**config.mk**
```make
export PLATFORM = sky130hd
export DESIGN_NAME = pipe_sel_ctrl
export DESIGN_NICKNAME = d
export VERILOG_FILES = /design/src/rtl/pipe_sel_ctrl.sv
export SDC_FILE = /design/constraint.sdc
export NUM_CORES = 1
export LEC_CHECK = 0
export ABC_AREA = 1
export CORE_MARGIN = 2
export CORE_UTILIZATION = 46
export DETAILED_ROUTE_END_ITERATION = 8
export MAX_ROUTING_LAYER = met4
export PLACE_DENSITY_LB_ADDON = 0.12
export SYNTH_ARGS = -nofsm -noshare
export SYNTH_HDL_FRONTEND = slang
export SYNTH_SLANG_ARGS = --single-unit
```
**constraint.sdc**
```tcl
create_clock -name clk -period 2.6 [get_ports clk]
set_input_delay 0.52 -clock clk [delete_from_list [all_inputs] [get_ports clk]]
set_output_delay 0.52 -clock clk [all_outputs]
set_load 0.1 [all_outputs]
```
**src/rtl/pipe_sel_ctrl.sv**
```systemverilog
// Sequencing controller for a 3-stage RV32I pipeline: tracks S2/S3 instructions,
// registers ALU operand selects and forward flags, and raises stall/kill/freeze controls.
module pipe_sel_ctrl #(
  parameter int          FLUSH_CYCLES   = 1,
  parameter bit          LOAD_USE_STALL = 1'b1,
  parameter logic [31:0] NOP            = 32'h0000_0013
) (
  input  logic        clk,
  input  logic        rst,
  input  logic [31:0] inst_s1,
  input  logic        inst_valid_s1,
  input  logic        br_taken_s2,
  input  logic        mem_ready,
  output logic [31:0] inst_s2,
  output logic [31:0] inst_s3,
  output logic [1:0]  a_sel,
  output logic [1:0]  b_sel,
  output logic        rs1_fwd,
  output logic        rs2_fwd,
  output logic        stall_s1,
  output logic        kill_s1,
  output logic        stall_all,
  output logic [1:0]  state
);

  typedef enum logic [1:0] {
    RUN      = 2'b00,
    FLUSH    = 2'b01,
    MEM_WAIT = 2'b10
  } state_t;

  localparam logic [6:0] OP_R      = 7'b0110011;
  localparam logic [6:0] OP_IARI   = 7'b0010011;
  localparam logic [6:0] OP_LOAD   = 7'b0000011;
  localparam logic [6:0] OP_STORE  = 7'b0100011;
  localparam logic [6:0] OP_BRANCH = 7'b1100011;
  localparam logic [6:0] OP_JAL    = 7'b1101111;
  localparam logic [6:0] OP_JALR   = 7'b1100111;
  localparam logic [6:0] OP_LUI    = 7'b0110111;
  localparam logic [6:0] OP_AUIPC  = 7'b0010111;
  localparam logic [6:0] OP_SYSTEM = 7'b1110011;

  localparam logic [1:0] FLUSH_INIT = 2'(FLUSH_CYCLES - 1);

  // SYSTEM with funct3 != 0 is a CSR access; ecall/ebreak write nothing.
  function automatic logic is_csr(input logic [31:0] i);
    return (i[6:0] == OP_SYSTEM) && (i[14:12] != 3'b000);
  endfunction

  function automatic logic writes_rd(input logic [31:0] i);
    logic cls;
    cls = (i[6:0] == OP_R) || (i[6:0] == OP_IARI) || (i[6:0] == OP_LOAD) ||
          (i[6:0] == OP_LUI) || (i[6:0] == OP_AUIPC) || (i[6:0] == OP_JAL) ||
          (i[6:0] == OP_JALR) || is_csr(i);
    return cls && (i[11:7] != 5'd0);
  endfunction

  function automatic logic uses_rs1(input logic [31:0] i);
    return (i[6:0] == OP_R) || (i[6:0] == OP_IARI) || (i[6:0] == OP_LOAD) ||
           (i[6:0] == OP_STORE) || (i[6:0] == OP_BRANCH) || (i[6:0] == OP_JALR) ||
           (is_csr(i) && !i[14]);
  endfunction

  function automatic logic uses_rs2(input logic [31:0] i);
    return (i[6:0] == OP_R) || (i[6:0] == OP_STORE) || (i[6:0] == OP_BRANCH);
  endfunction

  function automatic logic is_ctrl(input logic [31:0] i);
    return (i[6:0] == OP_BRANCH) || (i[6:0] == OP_JAL) || (i[6:0] == OP_JALR);
  endfunction

  function automatic logic is_mem(input logic [31:0] i);
    return (i[6:0] == OP_LOAD) || (i[6:0] == OP_STORE);
  endfunction

  function automatic logic a_is_pc(input logic [31:0] i);
    return (i[6:0] == OP_AUIPC) || (i[6:0] == OP_JAL) || (i[6:0] == OP_BRANCH);
  endfunction

  function automatic logic b_is_imm(input logic [31:0] i);
    return (i[6:0] == OP_IARI) || (i[6:0] == OP_LUI) || (i[6:0] == OP_AUIPC) ||
           (i[6:0] == OP_JAL) || (i[6:0] == OP_JALR) || (i[6:0] == OP_BRANCH) ||
           (i[6:0] == OP_STORE) || (i[6:0] == OP_LOAD) || is_csr(i);
  endfunction

  state_t      state_q, state_d, state_view;
  logic [1:0]  flush_cnt, flush_cnt_d;
  logic [31:0] s2_d, s3_d;
  logic        load_s2;
  logic        mem_wait, redirect, load_use;
  logic        stall_s1_c, kill_s1_c, stall_all_c;
  logic        match1, match2;
  logic [1:0]  a_d, b_d;

  assign mem_wait = is_mem(inst_s3) && !mem_ready;
  assign redirect = br_taken_s2 && is_ctrl(inst_s2) && (flush_cnt == 2'd0);
  assign load_use = LOAD_USE_STALL && (inst_s2[6:0] == OP_LOAD) && writes_rd(inst_s2) &&
                    ((uses_rs1(inst_s1) && (inst_s1[19:15] == inst_s2[11:7])) ||
                     (uses_rs2(inst_s1) && (inst_s1[24:20] == inst_s2[11:7])));

  always_comb begin
    state_d     = state_q;
    flush_cnt_d = flush_cnt;
    s2_d        = inst_s2;
    s3_d        = inst_s3;
    load_s2     = 1'b0;
    stall_s1_c  = 1'b0;
    kill_s1_c   = 1'b0;
    stall_all_c = 1'b0;
    // After a memory wait the pending flush count alone says which mode we resume in.
    if (state_q == MEM_WAIT) state_view = (flush_cnt != 2'd0) ? FLUSH : RUN;
    else                     state_view = state_q;
    if (mem_wait) begin
      stall_all_c = 1'b1;
      stall_s1_c  = 1'b1;
      state_d     = MEM_WAIT;
      state_view  = MEM_WAIT;
    end else if (redirect) begin
      kill_s1_c   = 1'b1;
      s3_d        = inst_s2;
      s2_d        = NOP;
      load_s2     = 1'b1;
      flush_cnt_d = FLUSH_INIT;
      state_d     = (FLUSH_CYCLES > 1) ? FLUSH : RUN;
    end else if (flush_cnt != 2'd0) begin
      kill_s1_c   = 1'b1;
      s3_d        = inst_s2;
      s2_d        = NOP;
      load_s2     = 1'b1;
      flush_cnt_d = flush_cnt - 2'd1;
      state_d     = (flush_cnt == 2'd1) ? RUN : FLUSH;
    end else if (load_use) begin
      stall_s1_c = 1'b1;
      s3_d       = inst_s2;
      s2_d       = NOP;
      load_s2    = 1'b1;
      state_d    = RUN;
    end else begin
      s3_d    = inst_s2;
      s2_d    = inst_valid_s1 ? inst_s1 : NOP;
      load_s2 = 1'b1;
      state_d = RUN;
    end
  end

  // Selects are evaluated for the instruction entering S2 against the one entering S3.
  always_comb begin
    match1 = uses_rs1(s2_d) && writes_rd(inst_s2) && (s2_d[19:15] == inst_s2[11:7]);
    match2 = uses_rs2(s2_d) && writes_rd(inst_s2) && (s2_d[24:20] == inst_s2[11:7]);
    a_d    = a_is_pc(s2_d) ? 2'b01 : (match1 ? 2'b10 : 2'b00);
    b_d    = b_is_imm(s2_d) ? 2'b01 : (match2 ? 2'b10 : 2'b00);
  end

  always_ff @(posedge clk) begin
    if (rst) begin
      state_q   <= RUN;
      flush_cnt <= 2'd0;
      inst_s2   <= NOP;
      inst_s3   <= NOP;
      a_sel     <= 2'b00;
      b_sel     <= 2'b01;
      rs1_fwd   <= 1'b0;
      rs2_fwd   <= 1'b0;
    end else begin
      state_q   <= state_d;
      flush_cnt <= flush_cnt_d;
      if (load_s2) begin
        inst_s2 <= s2_d;
        inst_s3 <= s3_d;
        a_sel   <= a_d;
        b_sel   <= b_d;
        rs1_fwd <= match1;
        rs2_fwd <= match2;
      end
    end
  end

  assign stall_s1  = stall_s1_c  && !rst;
  assign kill_s1   = kill_s1_c   && !rst;
  assign stall_all = stall_all_c && !rst;
  assign state     = state_view;

endmodule

```
==> results of run 1 <==
Yosys cell counts:
cell type,count
nor2_1,48
buf_6,2
dfxtp_1,74
o21ai_2,2
a21oi_1,23
nor2_2,8
nand3_1,37
inv_2,7
nand4_1,2
o21ai_1,3
nand3_4,1
o22ai_1,14
buf_2,1
o21bai_1,1
nand2_1,143
o21ai_0,23
clkbuf_1,11
a21oi_2,1
and3_1,1
nor2_4,1
buf_4,2
xor2_1,1
or2_2,2
nand3_2,5
a22o_1,6
inv_1,64
nand2_2,4
nor3_1,7
nand2_4,1
report_power, final:
group          total [mW]  internal, mW  switching, mW
clock network       0.905         0.470          0.435
registers            1.20          1.16         0.0319
logic               0.692         0.204          0.488
total                2.79          1.84          0.955
worst max-delay path, cell delays in order:
cell             delay [ns]
clkdlybuf4s50_1        0.41
nor3_2                 0.10
nand4_1                0.18
buf_6                  0.21
inv_6                  0.11
o21ai_1                0.13
a21oi_4                0.16
buf_12                 0.19
how the worst max path moves through the flow:
stage                from        to  slack, ns
2_1_floorplan  inst_s2[0]  stall_s1      0.009
3_3_place_gp   inst_s1[6]  a_sel[1]      -0.21
3_5_place_dp   inst_s1[6]  b_sel[1]      -0.26
4_1_cts         mem_ready  stall_s1      0.002
5_1_grt         mem_ready  b_sel[1]     -0.009
6_report        mem_ready  stall_s1       0.07
kinds of logic (layout without fill, tap and decap cells):
| family | count (synthesis) | count (layout) |
|---|---|---|
| buffers and inverters | 87 | 251 |
| DFF | 74 | 74 |
| and+or+nand+nor | 260 | 260 |
| AOI/OAI and AO/OA | 73 | 73 |
| xor gates and xnor gates | 1 | 1 |
final cells by class:
class / count / area share [%]
Timing Repair Buffer: 164 / 27.17
Multi-Input combinational cell: 334 / 31.79
Sequential cell: 74 / 29.63
Clock inverter: 6 / 1.177
Inverter: 71 / 5.214
Tap cell: 99 / 2.379
Clock buffer: 10 / 2.643
registers in the layout, indices dropped and copies added (netlist names):
| signal | flops |
|---|---|
| state_q | 2 |
| rs1_fwd | 1 |
| flush_cnt | 2 |
| a_sel | 2 |
| rs2_fwd | 1 |
| inst_s2 | 32 |
| inst_s3 | 32 |
| b_sel | 2 |
repair_timing:
item,in CTS,in global routing
setup endpoints to repair,1,8
pin swaps,3,7
setup buffers,2,1
gates resized for setup,3,34
routing by layer:
metal | wire length [µm] | vias up
li1 | - | 1883
met1 | 4731 | 1739
met2 | 5338 | 146
met3 | 674 | 12
met4 | 119 | 0
met5 | 0 | -
metrics by stage:
stage                     setup WS, ns  instances  hold slack [ns]
after global routing         -0.009191        758           0.4663
final                          0.07194        758           0.4614
after CTS                     0.001676        757           0.4572
after floorplan               0.008506        495           0.4635
after global placement         -0.2128        739           0.4413
after detailed placement       -0.2564        739           0.4467
==> run_results.csv, run 1 <==
group,metric,value,unit
sta,hold_violations,0,
global_routing,grt_pass1_vias,3561,
setup_path,endpoint_kind,"output pin",
final_layout,final_cell_mix,"nand2_1, buf_4, inv_1",
floorplan,die_x,89.89,µm
synthesis,synth-adder-area-share,0,%
final_layout,drive_gt1_share,33.54,%
worst_hold_path,hold_start,"inst_s3[21]",
global_routing,overflow,0,
setup_path,r2r_start,"inst_s2[14]",
floorplan,io_pins,112,
setup_path,cp.required,2.08,ns
final_layout,multi_input_area,1655,µm²
sta,fin_skew,0.01041,ns
clocking,clkSlewWorstSetupHoldPaths,0.08,ns
sta,fmax,395.6,MHz
synthesis,syn_inst,495,
synthesis,netlist_area,3393,µm²
synthesis,syn-num-nets,532,
clocking,clock-sinks,74,
synthesis,yosys_warnings,0,
sta,tightestPinTransition,0.3530,ns
route,drtPass1Iterations,5,
setup_path,critPathMaxFanout,12,
power,finalPower,2.794,mW
sta,timing.final.crit_share,97.23,%
sta,period_needed,2.528,ns
global_routing,grt.total_usage,27.81,%
sta,drv_slew,0,
route,routed-via-count,3780,
final_layout,diodes,0,
setup_path,reg2reg_depth,18,
worst_hold_path,hold-path-endpoint,"inst_s3[21]",
setup_path,worstSetupPathType,"in -> out",
clocking,cts_hold_buf,0,
clocking,cts_made_buffers,9,
floorplan,start_util,47.03,%
global_routing,grt_use_met3,5.616,%
route,via_per_inst,4.987,
clocking,clk_latency,0.36,ns
floorplan,dieHeight,89.89,µm
global_routing,grtUsageMet1,34.55,%
global_routing,antenna_found_initial,0,
synthesis,yosys.area_share.simple,33.41,%
route,drtIter0Drc,217,
sta,setup_tns,0,ns
synthesis,yosys.area.top_type_share,43.66,%
job,cap_violations,0,
outcome,status,"finished clean",
sta,setup_viol_count_final,0,
global_routing,grt_use_met2,46.59,%
placement,gp_congestion,0.9320,
clocking,htreeDepth,3,
floorplan,fp-row-count,31,
setup_path,rrSetupSlack,0.19,ns
route,ant_nets,0,
final_layout,layout_commonest_cell,"nand2_1",
global_routing,grt_max_degree,23,
sta,slew_headroom,76.47,%
synthesis,syn-mean-instance-area,6.855,µm²
floorplan,dieArea,8079,µm²
synthesis,synthMuxAreaShare,0,%
worst_hold_path,hold_depth,2,
synthesis,seq_area_frac_synth,43.66,%
global_routing,grt_pass1_wl,17.39,mm
route,drc,0,
placement,port_buffers,111,
synthesis,synthXorXnorAreaFrac,0.2581,%
setup_path,cp.arrival,2.01,ns
synthesis,synth_top_family_by_area,"simple AND/OR/NAND/NOR gates",
synthesis,ys_types,29,
synthesis,synth_compound_area_share,12.35,%
route,drt_wl_total,10.86,mm
synthesis,synth_largest_area_cell,"dfxtp_1",
final_layout,fin_util,72.18,%
placement,placed_area,4888,µm²
setup_path,crit_path_start_kind,"primary input",
synthesis,synth_area_leaders,"dfxtp_1, nand2_1, inv_1, nand3_1, nor2_1",
clocking,cts_tree,"done",
route,routedWlPerCell,14.33,µm
global_routing,busiest_layer,"met2",
power,worst_ir_drop_vdd,0.0003081,V
final_layout,nNetsFinal,691,
power,p_per_area,536.5,nW/µm²
final_layout,fin_area,5207,µm²
final_layout,area_growth,53.47,%
floorplan,core-area,7214,µm²
placement,dpl.hpwl,8.153,mm
worst_hold_path,hold_path_class,"reg -> reg",
clocking,clockBufferDepth,2,
final_layout,seq_area,1543,µm²
final_layout,fillers,570,
setup_path,reg2reg_to,"a_sel[1]",
clocking,clock-root-buffer,"clkbuf_8",
power,total_leakage_power,2.599,nW
synthesis,ys_ff_latch,74,
No activity file was read; power rests on OpenSTA's default activity.
==> inputs of run 2 (changes only) <==
--- a/config.mk
+++ b/config.mk
@@ -11,2 +11,3 @@
 export DETAILED_ROUTE_END_ITERATION = 8
+export GPL_TIMING_DRIVEN = 0
 export MAX_ROUTING_LAYER = met4
--- a/constraint.sdc
+++ b/constraint.sdc
@@ -3,2 +3,2 @@
 set_output_delay 0.52 -clock clk [all_outputs]
-set_load 0.1 [all_outputs]
+set_load 0.02 [all_outputs]
==> run 2 against run 1 <==
Combinational power is 37% lower. Clock skew is 0.0012 ns higher. Register-to-register slack worse by 0.07 ns. Clock-buffer cell count is 1 higher.
==> run_results.csv, run 2 (synthesized netlist as in run 1, its figures left out) <==
group,metric,value,unit
outcome,status,"finished clean",
worst_hold_path,hold_path_class,"reg -> reg",
power,sw_frac_of_total,27.12,%
final_layout,top_regs,"inst_s2 (32), inst_s3 (32)",
setup_path,critPathTopFamily,"buffers and inverters",
power,power_switching,0.7301,mW
global_routing,grt_pass1_vias,3508,
sta,timing.final.crit_share,99.14,%
route,drtPass1Iterations,5,
setup_path,path_buf_inv,4,
final_layout,diodes,0,
final_layout,fin_area,5147,µm²
route,drtIter0Drc,167,
setup_path,cp.required,2.08,ns
route,routed-via-count,3716,
route,routedWlPerCell,14.67,µm
setup_path,endpoint_kind,"output pin",
setup_path,reg2reg_depth,12,
final_layout,fillers,613,
clocking,htreeDepth,3,
clocking,cts_tree,"done",
clocking,clock-root-buffer,"clkbuf_8",
floorplan,start_util,47.03,%
clocking,clockBufferDepth,2,
sta,fmax,388.0,MHz
power,finalPower,2.692,mW
sta,tightestPinTransition,0.6364,ns
final_layout,multi_input_area,1659,µm²
clocking,clk_latency,0.35,ns
final_layout,layout_commonest_cell,"nand2_1",
route,ant_nets,0,
sta,fin_skew,0.01160,ns
floorplan,dieHeight,89.89,µm
route,via_per_inst,5.056,
floorplan,io_pins,112,
power,p_clk_share,39.1,%
final_layout,final_cell_mix,"nand2_1, clkdlybuf4s50_1, dfxtp_1",
global_routing,antenna_found_initial,0,
final_layout,nNetsFinal,668,
sta,period_needed,2.578,ns
floorplan,die_x,89.89,µm
route,drt_wl_total,10.78,mm
final_layout,area_growth,51.70,%
power,total_leakage_power,2.326,nW
placement,gp_congestion,0.9599,
global_routing,grt_max_degree,14,
final_layout,drive_gt1_share,14.47,%
setup_path,crit_cells,10,
sta,drv_slew,0,
power,combPwrFrac,16.2,%
sta,finalHoldWorstSlack,0.4535,ns
clocking,clock-sinks,74,
clocking,cts_hold_buf,0,
floorplan,fp-row-count,31,
final_layout,seq_area,1481,µm²
clocking,cts_made_buffers,9,
setup_path,worstSetupPathType,"in -> out",
sta,hold_violations,0,
setup_path,crit_path_start_kind,"primary input",
global_routing,grt.total_usage,26.95,%
setup_path,crit_slowest_cell,"clkdlybuf4s50_1",
setup_path,cp.arrival,2.06,ns
job,cap_violations,0,
route,drc,0,
power,seqPwrFrac,44.7,%
floorplan,core-area,7214,µm²
floorplan,dieArea,8079,µm²
placement,dpl.hpwl,7.755,mm
setup_path,crit_path_cell_trace,"clkdlybuf4s50_1 -> nand2_1 -> inv_1 -> a21oi_1 -> nand3_1 -> nand2_2 -> nand3_4 -> buf_12 -> a21oi_4 -> buf_6",
global_routing,overflow,0,
global_routing,grt_pass1_wl,16.82,mm
sta,slew_headroom,57.57,%
power,p_int,1.962,mW
setup_path,critPathMaxFanout,3,
setup_path,max_stage_delay,0.47,ns
placement,port_buffers,111,
worst_hold_path,hold_depth,2,
final_layout,fin_util,71.35,%
power,p_per_area,523.0,nW/µm²
sta,setup_viol_count_final,0,
power,worst_ir_drop_vdd,0.0002948,V
placement,placed_area,4628,µm²
clocking,clkSlewWorstSetupHoldPaths,0.08,ns
-- run 2: cell types whose count changed in the layout (fill, tap and decap cells not counted), moves of 7 or more --
cell             before  now
dfxtp_2               7    0
clkbuf_1              0    9
buf_4               121   13
dfxtp_4              14    0
clkdlybuf4s50_1      25   99
dfxtp_1              53   74
-- run 2: final timing paths --
path / slack, ns / startpoint / to
worst max-delay path: 0.02 / inst_s1[4] / stall_s1
worst min-delay path: 0.45 / inst_s3[21] / inst_s3[21]
worst max register to register: 0.12 / inst_s2[0] / inst_s2[7]
worst min register to register: 0.45 / inst_s3[21] / inst_s3[21]
-- run 2: metrics by stage --
stage,instances,setup slack [ns],TNS [ns]
3_3_place_gp,705,-1.219,-19.58
4_1_cts,728,-0.08547,-0.08547
6_report,735,0.02239,0
3_5_place_dp,705,-1.216,-20.44
2_1_floorplan,495,0.3005,0
5_1_grt,735,-0.02543,-0.05518
-- run 2: repair_timing --
| item | CTS | global route |
|---|---|---|
| pin swaps | 2 | 8 |
| gates resized for setup | 34 | 35 |
| setup endpoints to repair | 39 | 19 |
| buffers inserted | 7 | 8 |
| endpoints found under the hold margin | 0 | 0 |
-- run 2: metal layers --
metal	wire length [µm]	up-vias	GRT usage, %
met5	0	-	-
met4	329	0	12.82
met3	652	27	4.023
met2	5338	173	45.45
met1	4459	1682	31.74
li1	-	1834	-
-- run 2: final cells by class --
| type | instances | share of cell area (%) |
|---|---|---|
| well taps | 99 | 2.406 |
| inverters | 71 | 5.177 |
| plain buffers | 15 | 2.649 |
| clock inverters | 5 | 1.653 |
| repair buffers | 126 | 24.16 |
| flip-flops and latches | 74 | 28.78 |
| multi-input cells | 334 | 32.23 |
| clock buffers | 11 | 2.941 |
-- run 2: tightest hold or removal path, cell delays in order, from the launching register on --
cell and delay [ns]:
dfxtp_1 0.31, nand2_1 0.06, nand2_1 0.04
-- run 2: power by group through the flow --
stage          Clock (mW)  Sequential (mW)  Combinational, mW
2_1_floorplan           0             1.27              0.171
5_1_grt              1.10             1.21              0.471
4_1_cts              1.05             1.20              0.417
6_report             1.05             1.20              0.435
3_5_place_dp            0             1.23              0.409
3_3_place_gp            0             1.23              0.404
